[src/rtl/monitor_report_collector.sv]
// Collects automaton report lines into timestamped events and buffers them in a
// first-word-fall-through FIFO, with drop counting and a sticky report summary.
module monitor_report_collector #(
  parameter int N_REPORTS = 4,
  parameter int TS_WIDTH  = 16,
  parameter int DEPTH     = 8
) (
  input  logic                            clk,
  input  logic                            reset,
  input  logic                            run,
  input  logic [N_REPORTS-1:0]            report_in,
  input  logic [N_REPORTS-1:0]            report_mask,
  input  logic                            clear_stats,
  output logic                            out_valid,
  input  logic                            out_ready,
  output logic [TS_WIDTH+N_REPORTS-1:0]   out_data,
  output logic [$clog2(DEPTH):0]          fifo_level,
  output logic [7:0]                      overflow_count,
  output logic [N_REPORTS-1:0]            report_sticky
);

  localparam int ADDR_W  = $clog2(DEPTH);
  localparam int LVL_W   = ADDR_W + 1;
  localparam int ENTRY_W = TS_WIDTH + N_REPORTS;
  localparam logic [LVL_W-1:0] FULL_LVL = LVL_W'(DEPTH);

  function automatic logic [7:0] sat_inc8(input logic [7:0] v);
    return (v == 8'hFF) ? v : v + 8'd1;
  endfunction

  logic [TS_WIDTH-1:0]  ts_q, ts_d;
  logic [N_REPORTS-1:0] masked;
  logic                 evt;
  logic [ENTRY_W-1:0]   mem_q [DEPTH];
  logic [ADDR_W-1:0]    wr_ptr_q, wr_ptr_d;
  logic [ADDR_W-1:0]    rd_ptr_q, rd_ptr_d;
  logic [LVL_W-1:0]     level_q, level_d;
  logic                 empty, full, pop, push, drop;
  logic [7:0]           ovf_q, ovf_d, ovf_base;
  logic [N_REPORTS-1:0] sticky_q, sticky_d;

  always_comb begin
    masked = report_in & report_mask;
    evt    = run & (|masked);
    empty  = (level_q == '0);
    full   = (level_q == FULL_LVL);
    pop    = ~empty & out_ready;
    // A pop frees a slot in the same cycle, so a full FIFO still accepts an event
    // when the consumer is draining; an empty FIFO never forwards combinationally.
    push   = evt & (~full | pop);
    drop   = evt & full & ~pop;
  end

  always_comb begin
    ts_d     = run  ? ts_q + TS_WIDTH'(1) : ts_q;
    wr_ptr_d = push ? wr_ptr_q + ADDR_W'(1) : wr_ptr_q;
    rd_ptr_d = pop  ? rd_ptr_q + ADDR_W'(1) : rd_ptr_q;
    level_d  = level_q;
    case ({push, pop})
      2'b10:   level_d = level_q + LVL_W'(1);
      2'b01:   level_d = level_q - LVL_W'(1);
      default: level_d = level_q;
    endcase
  end

  // Clear is applied first so a same-cycle drop or report still lands.
  always_comb begin
    ovf_base = clear_stats ? 8'd0 : ovf_q;
    ovf_d    = drop ? sat_inc8(ovf_base) : ovf_base;
    sticky_d = (clear_stats ? '0 : sticky_q) | (run ? masked : '0);
  end

  always_ff @(posedge clk) begin
    if (reset) begin
      ts_q     <= '0;
      wr_ptr_q <= '0;
      rd_ptr_q <= '0;
      level_q  <= '0;
      ovf_q    <= '0;
      sticky_q <= '0;
    end else begin
      ts_q     <= ts_d;
      wr_ptr_q <= wr_ptr_d;
      rd_ptr_q <= rd_ptr_d;
      level_q  <= level_d;
      ovf_q    <= ovf_d;
      sticky_q <= sticky_d;
    end
  end

  // Storage is data only; validity comes entirely from the level/pointers.
  always_ff @(posedge clk) begin
    if (push) begin
      mem_q[wr_ptr_q] <= {ts_q, masked};
    end
  end

  assign out_valid      = ~empty;
  assign out_data       = mem_q[rd_ptr_q];
  assign fifo_level     = level_q;
  assign overflow_count = ovf_q;
  assign report_sticky  = sticky_q;

endmodule

[config.mk]
export PLATFORM = sky130hd
export DESIGN_NAME = monitor_report_collector
export DESIGN_NICKNAME = d
export VERILOG_FILES = /design/src/rtl/monitor_report_collector.sv
export SDC_FILE = /design/constraint.sdc
export NUM_CORES = 1
export LEC_CHECK = 0
export CAP_MARGIN = 30
export CORE_ASPECT_RATIO = 0.8
export CORE_MARGIN = 2
export CORE_UTILIZATION = 45
export CTS_BUF_LIST = sky130_fd_sc_hd__clkbuf_8
export DETAILED_ROUTE_END_ITERATION = 10
export PLACE_DENSITY = 0.68
export RECOVER_POWER = 50
export SYNTH_ARGS = -nofsm -noshare
export SYNTH_HDL_FRONTEND = slang
export SYNTH_SLANG_ARGS = --single-unit
export TNS_END_PERCENT = 5
[constraint.sdc]
create_clock -name clk -period 10.15 [get_ports clk]
set_input_delay 3.045 -clock clk [delete_from_list [all_inputs] [get_ports clk]]
set_output_delay 3.045 -clock clk [all_outputs]
set_load 0.01 [all_outputs]
==> impl_metrics.py <==
metrics = {
    "timing": {
        "slew_headroom": 0.193,
        "fmax_mhz": 168,
        "skew_ps": 26.6,
        "min_period_ps": 5940,
        "finalHoldViolCount": 0,
        "setup_viol_count_final": 0,
        "tightest_slew_ps": 1200,
        "rsz0062_at_grt": "false",
        "setup_tns_ps": 0,
        "fin_crit_sh": 0.585,
        "drv_slew": 0,
    },
    "cells_and_area": {
        "drive_gt1_frac": 0.239,
        "area.sequential_um2": 5630,
        "nets": 548,
        "fin_area_um2": 9490,
        "n_fill_cell": 1338,
        "antenna_cells": 0,
        "multi_input_comb_area_um2": 2270,
        "fin_util": 0.546,
        "area_growth_pct": 18.8,
    },
    "place": {
        "gp_congestion": 0.751,
        "io_buffers": 49,
        "dp_hpwl_mm": 9.63,
        "place_area_um2": 8870,
    },
    "floorplanning": {
        "dieHeight_um": 123,
        "io_pins": 50,
        "die_x_um": 153,
        "start_util": 0.460,
        "dieArea_um2": 18800,
        "rows": 43,
        "core_area_um2": 17400,
    },
    "clock_tree": {
        "clock-root-buffer": "clkbuf_8",
        "post_cts_buffers": 0,
        "clk_path_buf_depth": 3,
        "clock_sinks": 201,
        "ctsResizeCount": 0,
        "cts_made_buffers": 31,
        "clk_latency_ps": 570,
        "tritoncts": "yes",
        "ctsHtreeMaxLevel": 1,
        "cts.clk_slew.worst_paths_ps": 60,
        "holdBufCountCts": 0,
    },
    "synthesis": {
        "netlist_top_cells_count": "edfxtp_1 (160), dfxtp_1 (41), mux4_2 (40)",
        "synthesis.nets": 471,
        "synth_area_leader_cell": "edfxtp_1",
        "avgSynthCellArea_um2": 17.7,
        "synth_top_area_share": 0.602,
        "async_flop_share": 0,
        "yosysMostFrequentCell": "edfxtp_1",
        "syn_area_um2": 7990,
        "yosysWarnings": 0,
        "ys_seq_area_frac": 0.704,
        "synth_flop_cell": "edfxtp_1",
        "synthTopCellsByArea": "edfxtp_1 (60%), mux4_2 (11%), dfxtp_1 (10%), mux2_2 (2.8%), nor2_1 (1.6%)",
        "syn_inst": 451,
        "synth.distinct_cells": 50,
        "synth-edff-count": 160,
        "ys_ff_latch": 201,
    },
    "route": {
        "first_pass_iters": 5,
        "routed_wl_mm": 15.6,
        "vias_per_cell": 5.49,
        "remaining_drc_errors": 0,
        "drt_iter0_markers": 300,
        "vias": 4274,
        "wl_per_cell_um": 20.1,
        "postRouteAntennaNets": 0,
    },
    "flow_run": {
        "maxCapViolCount": 0,
    },
    "worst_setup_path": {
        "cp_slowest_cell": "buf_4",
        "reg2reg_slack_ps": 7370,
        "cp-endpoint": "out_data[16]",
        "path_class": "flip-flop to primary output",
        "critPathMaxFanout": 40,
        "worstSetupStartpointType": "flip-flop",
        "r2r_cells": 9,
        "crit_cells": 4,
        "r2r-start": "fifo_level[0]",
        "path_cells": "buf_4 -> mux4_2 -> mux2_2 -> clkdlybuf4s50_1",
        "endpoint_kind": "primary output",
        "worstPathRequired_ps": 7110,
        "crit_arrival_ps": 2890,
        "cpPeakStageDelay_ps": 610,
        "r2r_end": "fifo_level[3]",
        "cp_top_family": "buffers and inverters",
        "crit_buf_inv": 2,
    },
    "hold_path": {
        "hp-class": "flip-flop to flip-flop",
    },
    "power_and_ir_drop": {
        "vdd.ir_drop.worst_mv": 0.132,
        "p_leak_nw": 3.05,
        "p_per_area_nw_per_um2": 213,
    },
    "grt": {
        "grt_pass1_wl_mm": 24.7,
        "grt_max_degree": 41,
        "grt_overflow": 0,
        "use_met3": 0.0372,
        "grt.met2_usage": 0.273,
        "grt_util_met1": 0.237,
        "antenna_found_initial": 0,
        "grt_pass1_vias": 4440,
        "grt.busiest_layer": "met2",
        "grtUsageTotal": 0.170,
    },
    "status": {
        "status": "complete, no violations",
    },
}
[worst min-delay path, stage by stage (launching register included)]
cell	delay, ps
dfxtp_1	320
a22oi_1	80
nor2_1	80
[sequential cells by signal, summed over array words and instances (netlist names), named ones only]
name            cells
overflow_count      8
mem_q             160
report_sticky       4
rd_ptr_q            3
wr_ptr_q            3
fifo_level          4
ts_q               16
[where the power goes]
group,switching [mW],internal (mW)
Sequential,0.0214,0.917
Clock,0.301,0.353
Combinational,0.190,0.238
Total,0.513,1.51
[metal layers]
layer	up-vias	share of wire
met5	-	0
met4	0	0.021
met3	35	0.054
met2	133	0.48
met1	2172	0.45
li1	1934	-
[logic make-up (layout without fill, tap and decap cells)]
group	count (synthesis)	count (layout)	synth area share
compound gates	27	27	0.0230
xor+xnor	21	21	0.0230
fa+ha+maj	7	7	0.0119
buf+inv	24	126	0.0138
flops	201	201	0.704
mux	66	66	0.150
simple gates	105	105	0.0738
[through the flow]
stage          setup slack [ps]  hold slack (ps)  cells  power (mW)
2_1_floorplan              4000              485    451        1.25
3_3_place_gp               4330              501    716        1.39
3_5_place_dp               4280              509    720        1.40
4_1_cts                    4110              524    778        2.05
5_1_grt                    4000              543    778        2.12
6_report                   4210              509    778        2.02
[worst min-delay path by stage]
stage | from | to | slack [ps] | depth (start not counted)
2_1_floorplan | rd_ptr_q[2] | flip-flop | 480 | 2
3_3_place_gp | rd_ptr_q[2] | flip-flop | 500 | 2
3_5_place_dp | report_sticky[2] | report_sticky[2] | 510 | 2
4_1_cts | report_sticky[2] | report_sticky[2] | 520 | 2
5_1_grt | rd_ptr_q[2] | rd_ptr_q[2] | 540 | 2
6_report | report_sticky[2] | report_sticky[2] | 510 | 2
[cells in the final DEF (no fill, tap or decap), types with 6 or more instances in the layout]
master	n
mux2_2	20
nor2b_1	8
nand2_1	12
xnor2_1	14
nor2_1	30
clkbuf_8	40
dlygate4sd3_1	16
a21oi_1	8
mux2i_1	6
dfxtp_1	40
inv_1	18
clkdlybuf4s50_1	33
xor2_1	7
buf_4	9
mux4_2	40
and2_0	7
ha_1	6
edfxtp_1	160
[final cells by class]
| class | count | area share |
|---|---|---|
| flip-flops and latches | 201 | 0.593 |
| multi-input cells | 226 | 0.239 |
| repair buffers | 62 | 0.0691 |
| well taps | 225 | 0.0297 |
| clock buffers | 40 | 0.0580 |
| clock inverters | 18 | 0.00831 |
| inverters | 6 | 0.00237 |
Note: power is estimated with default switching activity, not from simulation.
